`src/rtl/shift_reg_seq.sv`:
```
// Sequencer that drives an external N-bit shift_reg as a parallel-to-serial converter:
// accepts a word over valid/ready, loads it, then shifts it out LSB-first at CLKS_PER_BIT cycles per bit.
module shift_reg_seq #(
    parameter int   N            = 8,
    parameter int   CLKS_PER_BIT = 4,
    parameter logic FILL         = 1'b0,
    parameter logic IDLE_LVL     = 1'b1
) (
    input  logic         clk,
    input  logic         rst,
    input  logic         in_valid,
    input  logic [N-1:0] in_data,
    output logic         in_ready,
    input  logic         abort,
    output logic [1:0]   sr_ctrl,
    output logic [N-1:0] sr_d,
    output logic         sr_s_in,
    input  logic         sr_s_out,
    output logic         ser_out,
    output logic         busy,
    output logic         done
);

    localparam int BW = (N > 1) ? $clog2(N) : 1;
    localparam int DW = (CLKS_PER_BIT > 1) ? $clog2(CLKS_PER_BIT) : 1;
    localparam logic [BW-1:0] LAST_BIT = BW'(N - 1);
    localparam logic [DW-1:0] LAST_DIV = DW'(CLKS_PER_BIT - 1);

    localparam logic [1:0] CTRL_HOLD  = 2'b00;
    localparam logic [1:0] CTRL_SHIFT = 2'b01;
    localparam logic [1:0] CTRL_LOAD  = 2'b10;

    typedef enum logic [1:0] {
        IDLE  = 2'd0,
        SHIFT = 2'd1,
        DONE  = 2'd2
    } state_t;

    state_t        state, next_state;
    logic [BW-1:0] bit_cnt, next_bit_cnt;
    logic [DW-1:0] div_cnt, next_div_cnt;

    always_ff @(posedge clk) begin
        if (rst) begin
            state   <= IDLE;
            bit_cnt <= '0;
            div_cnt <= '0;
        end else begin
            state   <= next_state;
            bit_cnt <= next_bit_cnt;
            div_cnt <= next_div_cnt;
        end
    end

    assign sr_d    = in_data;
    assign sr_s_in = FILL;

    always_comb begin
        next_state   = state;
        next_bit_cnt = bit_cnt;
        next_div_cnt = div_cnt;
        in_ready     = 1'b0;
        sr_ctrl      = CTRL_HOLD;
        busy         = 1'b0;
        done         = 1'b0;
        ser_out      = IDLE_LVL;

        case (state)
            IDLE: begin
                in_ready = 1'b1;
                if (in_valid) begin
                    sr_ctrl      = CTRL_LOAD;
                    next_state   = SHIFT;
                    next_bit_cnt = '0;
                    next_div_cnt = '0;
                end
            end
            SHIFT: begin
                busy    = 1'b1;
                ser_out = sr_s_out;
                if (abort) begin
                    // Register contents are left behind; the next load overwrites them.
                    next_state   = IDLE;
                    next_bit_cnt = '0;
                    next_div_cnt = '0;
                end else if (div_cnt == LAST_DIV) begin
                    next_div_cnt = '0;
                    if (bit_cnt == LAST_BIT) begin
                        next_state   = DONE;
                        next_bit_cnt = '0;
                    end else begin
                        sr_ctrl      = CTRL_SHIFT;
                        next_bit_cnt = bit_cnt + 1'b1;
                    end
                end else begin
                    next_div_cnt = div_cnt + 1'b1;
                end
            end
            DONE: begin
                done       = 1'b1;
                next_state = IDLE;
            end
            default: begin
                next_state   = IDLE;
                next_bit_cnt = '0;
                next_div_cnt = '0;
            end
        endcase

        // Keep the datapath frozen while reset is held, even on an accept.
        if (rst) begin
            sr_ctrl = CTRL_HOLD;
        end
    end

    a_no_ctrl11: assert property (@(posedge clk) sr_ctrl != 2'b11);
    a_done_after_shift: assert property (@(posedge clk) disable iff (rst) done |-> $past(state) == SHIFT);
    a_ready_in_idle: assert property (@(posedge clk) in_ready |-> state == IDLE);

endmodule

```
`config.mk`:
```
export PLATFORM = sky130hd
export DESIGN_NAME = shift_reg_seq
export DESIGN_NICKNAME = d
export VERILOG_FILES = /design/src/rtl/shift_reg_seq.sv
export SDC_FILE = /design/constraint.sdc
export NUM_CORES = 1
export LEC_CHECK = 0
export CAP_MARGIN = 15
export CORE_AREA = 5 5 42 44
export CTS_BUF_LIST = sky130_fd_sc_hd__clkbuf_16
export DETAILED_ROUTE_END_ITERATION = 10
export DIE_AREA = 0 0 47 49
export PLACE_DENSITY = 0.74
export SLEW_MARGIN = 25
export SYNTH_ARGS = -nofsm -noshare
export SYNTH_HDL_FRONTEND = slang
export SYNTH_SLANG_ARGS = --single-unit
```
`constraint.sdc`:
```
create_clock -name clk -period 2.9 [get_ports clk]
set_input_delay 0.58 -clock clk [delete_from_list [all_inputs] [get_ports clk]]
set_output_delay 0.58 -clock clk [all_outputs]
set_load 0.01 [all_outputs]
```
### Yosys cells after proc, flatten, opt, wreduce, memory -nomap -nowiden

Cells that the tools add are included.

* register bits after elaboration: 7
* output and inout bits: 15
* logic and storage cells: 41

* add/subtract/negate cells: 2
* eq/ne operators: 7
* muxes and demuxes: 24
* bitwise gates (word level): 1
* reduce and logical (&&, ||, !) cells: 4

Operator list (number)
* 2-to-1 mux 2 bit: 9
* 2-to-1 mux 3 bit: 4
* case mux 3 bit (3 select lines): 1
* case mux 2 bit (2 select lines): 2
* 2-to-1 mux 1 bit: 7
* inequality test 3 bit (second input constant): 2
* case mux 2 bit (3 select lines): 1
* AND reduction 3 bit: 2
* equality test 2 bit (second input constant): 2
* adder 3 x 1 -> 3 bit (second input constant): 1
* equality test 3 bit (second input constant): 1
* adder 2 x 1 -> 2 bit (second input constant): 1
* equality test 2 x 1 -> 1 bit (second input constant): 1
* zero test 2 bit: 1
* inequality test 2 bit (second input constant): 1
* AND reduction 2 bit: 1
* NOT 1 bit: 1

### Logic depth before layout (Yosys ltp)

* word-level depth: 6
* depth in mapped cells: 4

### Least setup slack after synthesis

OpenSTA, ideal clock, no wires.

* path type: input-to-output
* from: in abort
* to: out sr_ctrl[0]
* arrival: 1.172 ns
* required time: 2.320 ns
* slack: 1.148 ns
* stages on the path: 2
* path buffers: 0
* cells stage by stage: nor4b_4 and3b_2

* word-level cells in the longest chain between the ends: 3

Ends and longest elaborated chain
* start: declaration: RTL line 14 `input logic abort,`
* 2-to-1 mux 1 bit: RTL line 81 `if (abort) begin`
* case mux 2 bit (2 select lines): RTL line 68 `case (state)`
* 2-to-1 mux 2 bit: RTL line 111 `if (rst) begin`
* end: declaration: RTL line 15 `output logic [1:0] sr_ctrl,`

No other way between the ends.

### Final worst setup path

* from: in rst
* to: out sr_ctrl[1]

* word-level cells in the longest chain between the ends: 1

Ends and longest elaborated chain
* start: declaration: RTL line 10 `input logic rst,`
* 2-to-1 mux 2 bit: RTL line 111

No other way between the ends.

==> flow_summary.rst <==
.. list-table::
   :header-rows: 1

   * - Metric
     - Value
   * - Filler cell count in the final layout
     - between 100 and 150
   * - Number of gates resized after CTS
     - 0
   * - Final Hold Vio Count
     - 0
   * - Overall die area
     - 0.002303 mm^2
   * - Most used cell, CP
     - clkdlybuf4s50_1
   * - Total global-route track usage
     - 9.859%
   * - First-pass GRT wire length
     - 1511 um
   * - Post-synth EDFFs
     - 0
   * - Result of the run
     - complete, no violations
   * - TritonCTS clock tree
     - yes
   * - Ratio of cells with drive above 1 in the final layout
     - 23.21%
   * - Number of hold buffers added after cts
     - 0
   * - Total via count in the routed design
     - roughly 330
   * - Synthesized instance count
     - just under 50
   * - Clock Path Buffers
     - 2
   * - Number of top-level pins
     - 28
   * - Critical Path End Type
     - output port
   * - Total power per unit cell area
     - 590.3 mW/mm^2
   * - P&R area growth vs syn
     - 30.31%
   * - Remaining antenna violation count
     - 0
   * - Launch point of the worst hold path
     - div_cnt[1]
   * - Startpoint class of the critical path
     - input pin
   * - Top Family by Delay on Critical Path
     - buffers and inverters
   * - Time the worst path needs with I/O delays and setup
     - between 2 and 3 ns
   * - Arrival time worst endpoint
     - 2.13 ns
   * - Mapped Avg Cell Area
     - between 9 and 10 um^2
   * - Initial antenna violation count
     - 0
   * - Worst clock skew
     - 0.001475 ns
   * - Summed instance area of the synthesized netlist
     - between 400 and 500 um^2
   * - List of cells traversed by the critical path
     - clkdlybuf4s50_1 -> nor4b_1 -> buf_4 -> clkdlybuf4s50_1
   * - Overflow after GRT
     - 0
   * - Critical path type
     - input pin to output port
   * - Data required time of the critical path
     - 2.32 ns
   * - RSZ-0062 raised after global routing
     - false
   * - Die Width
     - between 40 and 50 um
   * - Max VDD drop
     - roughly 0.19 mV
   * - Max Clk Rate
     - between 300 and 400 MHz
   * - CTS root buffer
     - clkbuf_16
   * - Worst path bufs/invs
     - 3
   * - Detailed router's first-iteration violation count
     - 0
   * - Number of sinks on the clock net
     - 7
   * - Worst Hold Path Cells
     - 2
   * - Post-synth top cells
     - 10 x buf_4, 7 x dfxtp_1, 4 x nand2b_1
   * - Hold endpoint
     - div_cnt[1]
   * - Synth unique cells
     - 23
   * - Insertion delay to the later sink of the worst-skew pair
     - about 0.23 ns
   * - Cells taking the most area after synthesis
     - dfxtp_1 29%, buf_4 16%, ha_1 7.8%
   * - Clock slew at reported path FFs
     - 0.04 ns
   * - Dominant register cell in the synthesized netlist
     - dfxtp_1
   * - Register area share after synthesis
     - 29.02%
   * - Number of nets produced by synthesis
     - 65
   * - Routed WL per cell
     - 12.81 um
   * - Number of register bits inferred by synthesis
     - 7
   * - Die boundary height
     - between 40 and 50 um
   * - Number of placement rows
     - 14
   * - Starting Density
     - about 34%
   * - Vias per Instance
     - 4.597
   * - Critical R2R Launch
     - state[1]
   * - Ys async rst share
     - 0%
   * - Detail Placement HPWL
     - 703.3 um
   * - Largest net degree at the start of global routing
     - 10
   * - Max Transition Viols Final
     - 0
   * - Portion of synthesized cell area occupied by the leading cell type
     - slightly below 30%
   * - Worst Hold Class
     - flip-flop to flip-flop
   * - Number of synthesis warnings
     - 0
   * - Vias in the first global route
     - around 320
   * - Total CTS buffers
     - 3
   * - H-tree lvl count
     - 1
   * - Maxcap violations
     - 0
   * - Cell with the most instances after synthesis
     - buf_4
   * - Number of DRC violations after detailed routing
     - 0
   * - Yosys top cell by area
     - dfxtp_1
   * - Flop-to-flop setup slack
     - between 1.5 and 2 ns
   * - CORE AREA
     - between 0.001 and 0.0015 mm^2
   * - CP peak stage delay
     - roughly 0.53 ns
   * - Setup Fix Bufs, Post-CTS
     - 0
   * - Detailed-routing iteration count for the pre-antenna-repair pass
     - 1
   * - Leakage power figure
     - 0.2680 nW
   * - Hold WS
     - roughly 0.47 ns
   * - Biggest fanout along the worst timing path
     - 3
   * - Cell with the largest stage delay on the worst path
     - clkdlybuf4s50_1
   * - Final estimated routing congestion in global placement
     - roughly 0.71
   * - Final period util
     - between 90 and 100%
   * - Setup-failing EPs final
     - 0
   * - Count of port buffers added during placement
     - 10
   * - Reg2reg path depth
     - 3
   * - Total negative slack
     - 0 ns
   * - Final layout net count
     - 73
   * - Antenna fix cells
     - 0
   * - Aggregate routed wire length
     - between 900 and 1000 um
   * - Reg2Reg Capture Point
     - bit_cnt[2]
[cells in the final DEF (no fill, tap or decap), types with 2 or more instances in the layout]
cell and count:
clkdlybuf4s50_1 10, dfxtp_1 7, nand2b_1 4, nand2_1 3, inv_1 3, ha_1 3
clkbuf_16 3, buf_4 3, nor2_1 2, nor4b_1 2, mux2i_1 2
[through the flow]
| stage | cells | power [mW] | utilization [%] | setup WS [ns] | instance area [um^2] |
|---|---|---|---|---|---|
| finish | 72 | 0.3715 | 44.91 | 0.1943 | 629.4 |
| global route | 72 | 0.3889 | 44.91 | 0.09398 | 629.4 |
| CTS | 72 | 0.3779 | 44.91 | 0.1613 | 629.4 |
| detailed placement | 68 | 0.1410 | 39.29 | 0.1803 | 550.5 |
| global placement | 68 | 0.1402 | 39.29 | 0.2490 | 550.5 |
| floorplan | 49 | 0.1354 | - | 1.148 | 483.0 |
[worst register-to-register path, delay by kind of cell (launching register included)]
family / cells / cell delay (ns)
AOI/OAI and AO/OA: 1 / 0.21
DFF: 1 / 0.46
muxes: 1 / 0.21
and+or+nand+nor: 1 / 0.30
[per-layer routing]
metal | vias up | share of wire (%) | GRT usage (%)
met5 | - | 0 | 0
met4 | 0 | 6.3 | 12.90
met3 | 5 | 3.7 | 2.214
met2 | 8 | 47 | 11.09
met1 | 146 | 43 | 12.53
li1 | 172 | - | -
[state kept, by name, indices dropped and copies added, names as in the netlist]
signal	cells
div_cnt	2
bit_cnt	3
state	2
[how the worst max path moves through the flow]
stage	endpoint	depth (start not counted)	slack [ns]	from
final	sr_ctrl[1]	4	0.19	rst
after global routing	sr_ctrl[1]	4	0.09	rst
after CTS	sr_ctrl[1]	4	0.16	rst
after detailed placement	sr_ctrl[1]	4	0.18	rst
after global placement	sr_ctrl[0]	4	0.25	abort
after floorplan	sr_ctrl[0]	2	1.15	abort
[area by class of cell]
type                    count  area (um^2)  share of cell area (%)
clock inverters             1        3.754                  0.5964
well taps                  16        20.02                   3.181
repair buffers             13        122.6                   19.48
clock buffers               3        75.07                   11.93
multi-input cells          30        260.3                   41.35
flip-flops and latches      7        140.1                   22.27
inverters                   2        7.507                   1.193
[power breakdown]
part / internal, mW / total, mW / switching, mW
Combinational: 0.0223 / 0.0370 / 0.0146
Clock: 0.179 / 0.232 / 0.0530
Sequential: 0.0989 / 0.102 / 0.00327
[kinds of logic (layout without fill, tap and decap cells)]
group	after synthesis	in the layout	share of synthesized area, %
AO/OA/AOI/OAI	6	6	13.99
adder cells (fa/ha/maj)	3	3	7.773
buffers and inverters	12	19	17.10
flip-flops	7	7	29.01
multiplexers	2	2	4.145
other	1	1	0.7765
AND/OR/NAND/NOR	18	18	27.20
Note: power is estimated with default switching activity, not from simulation.
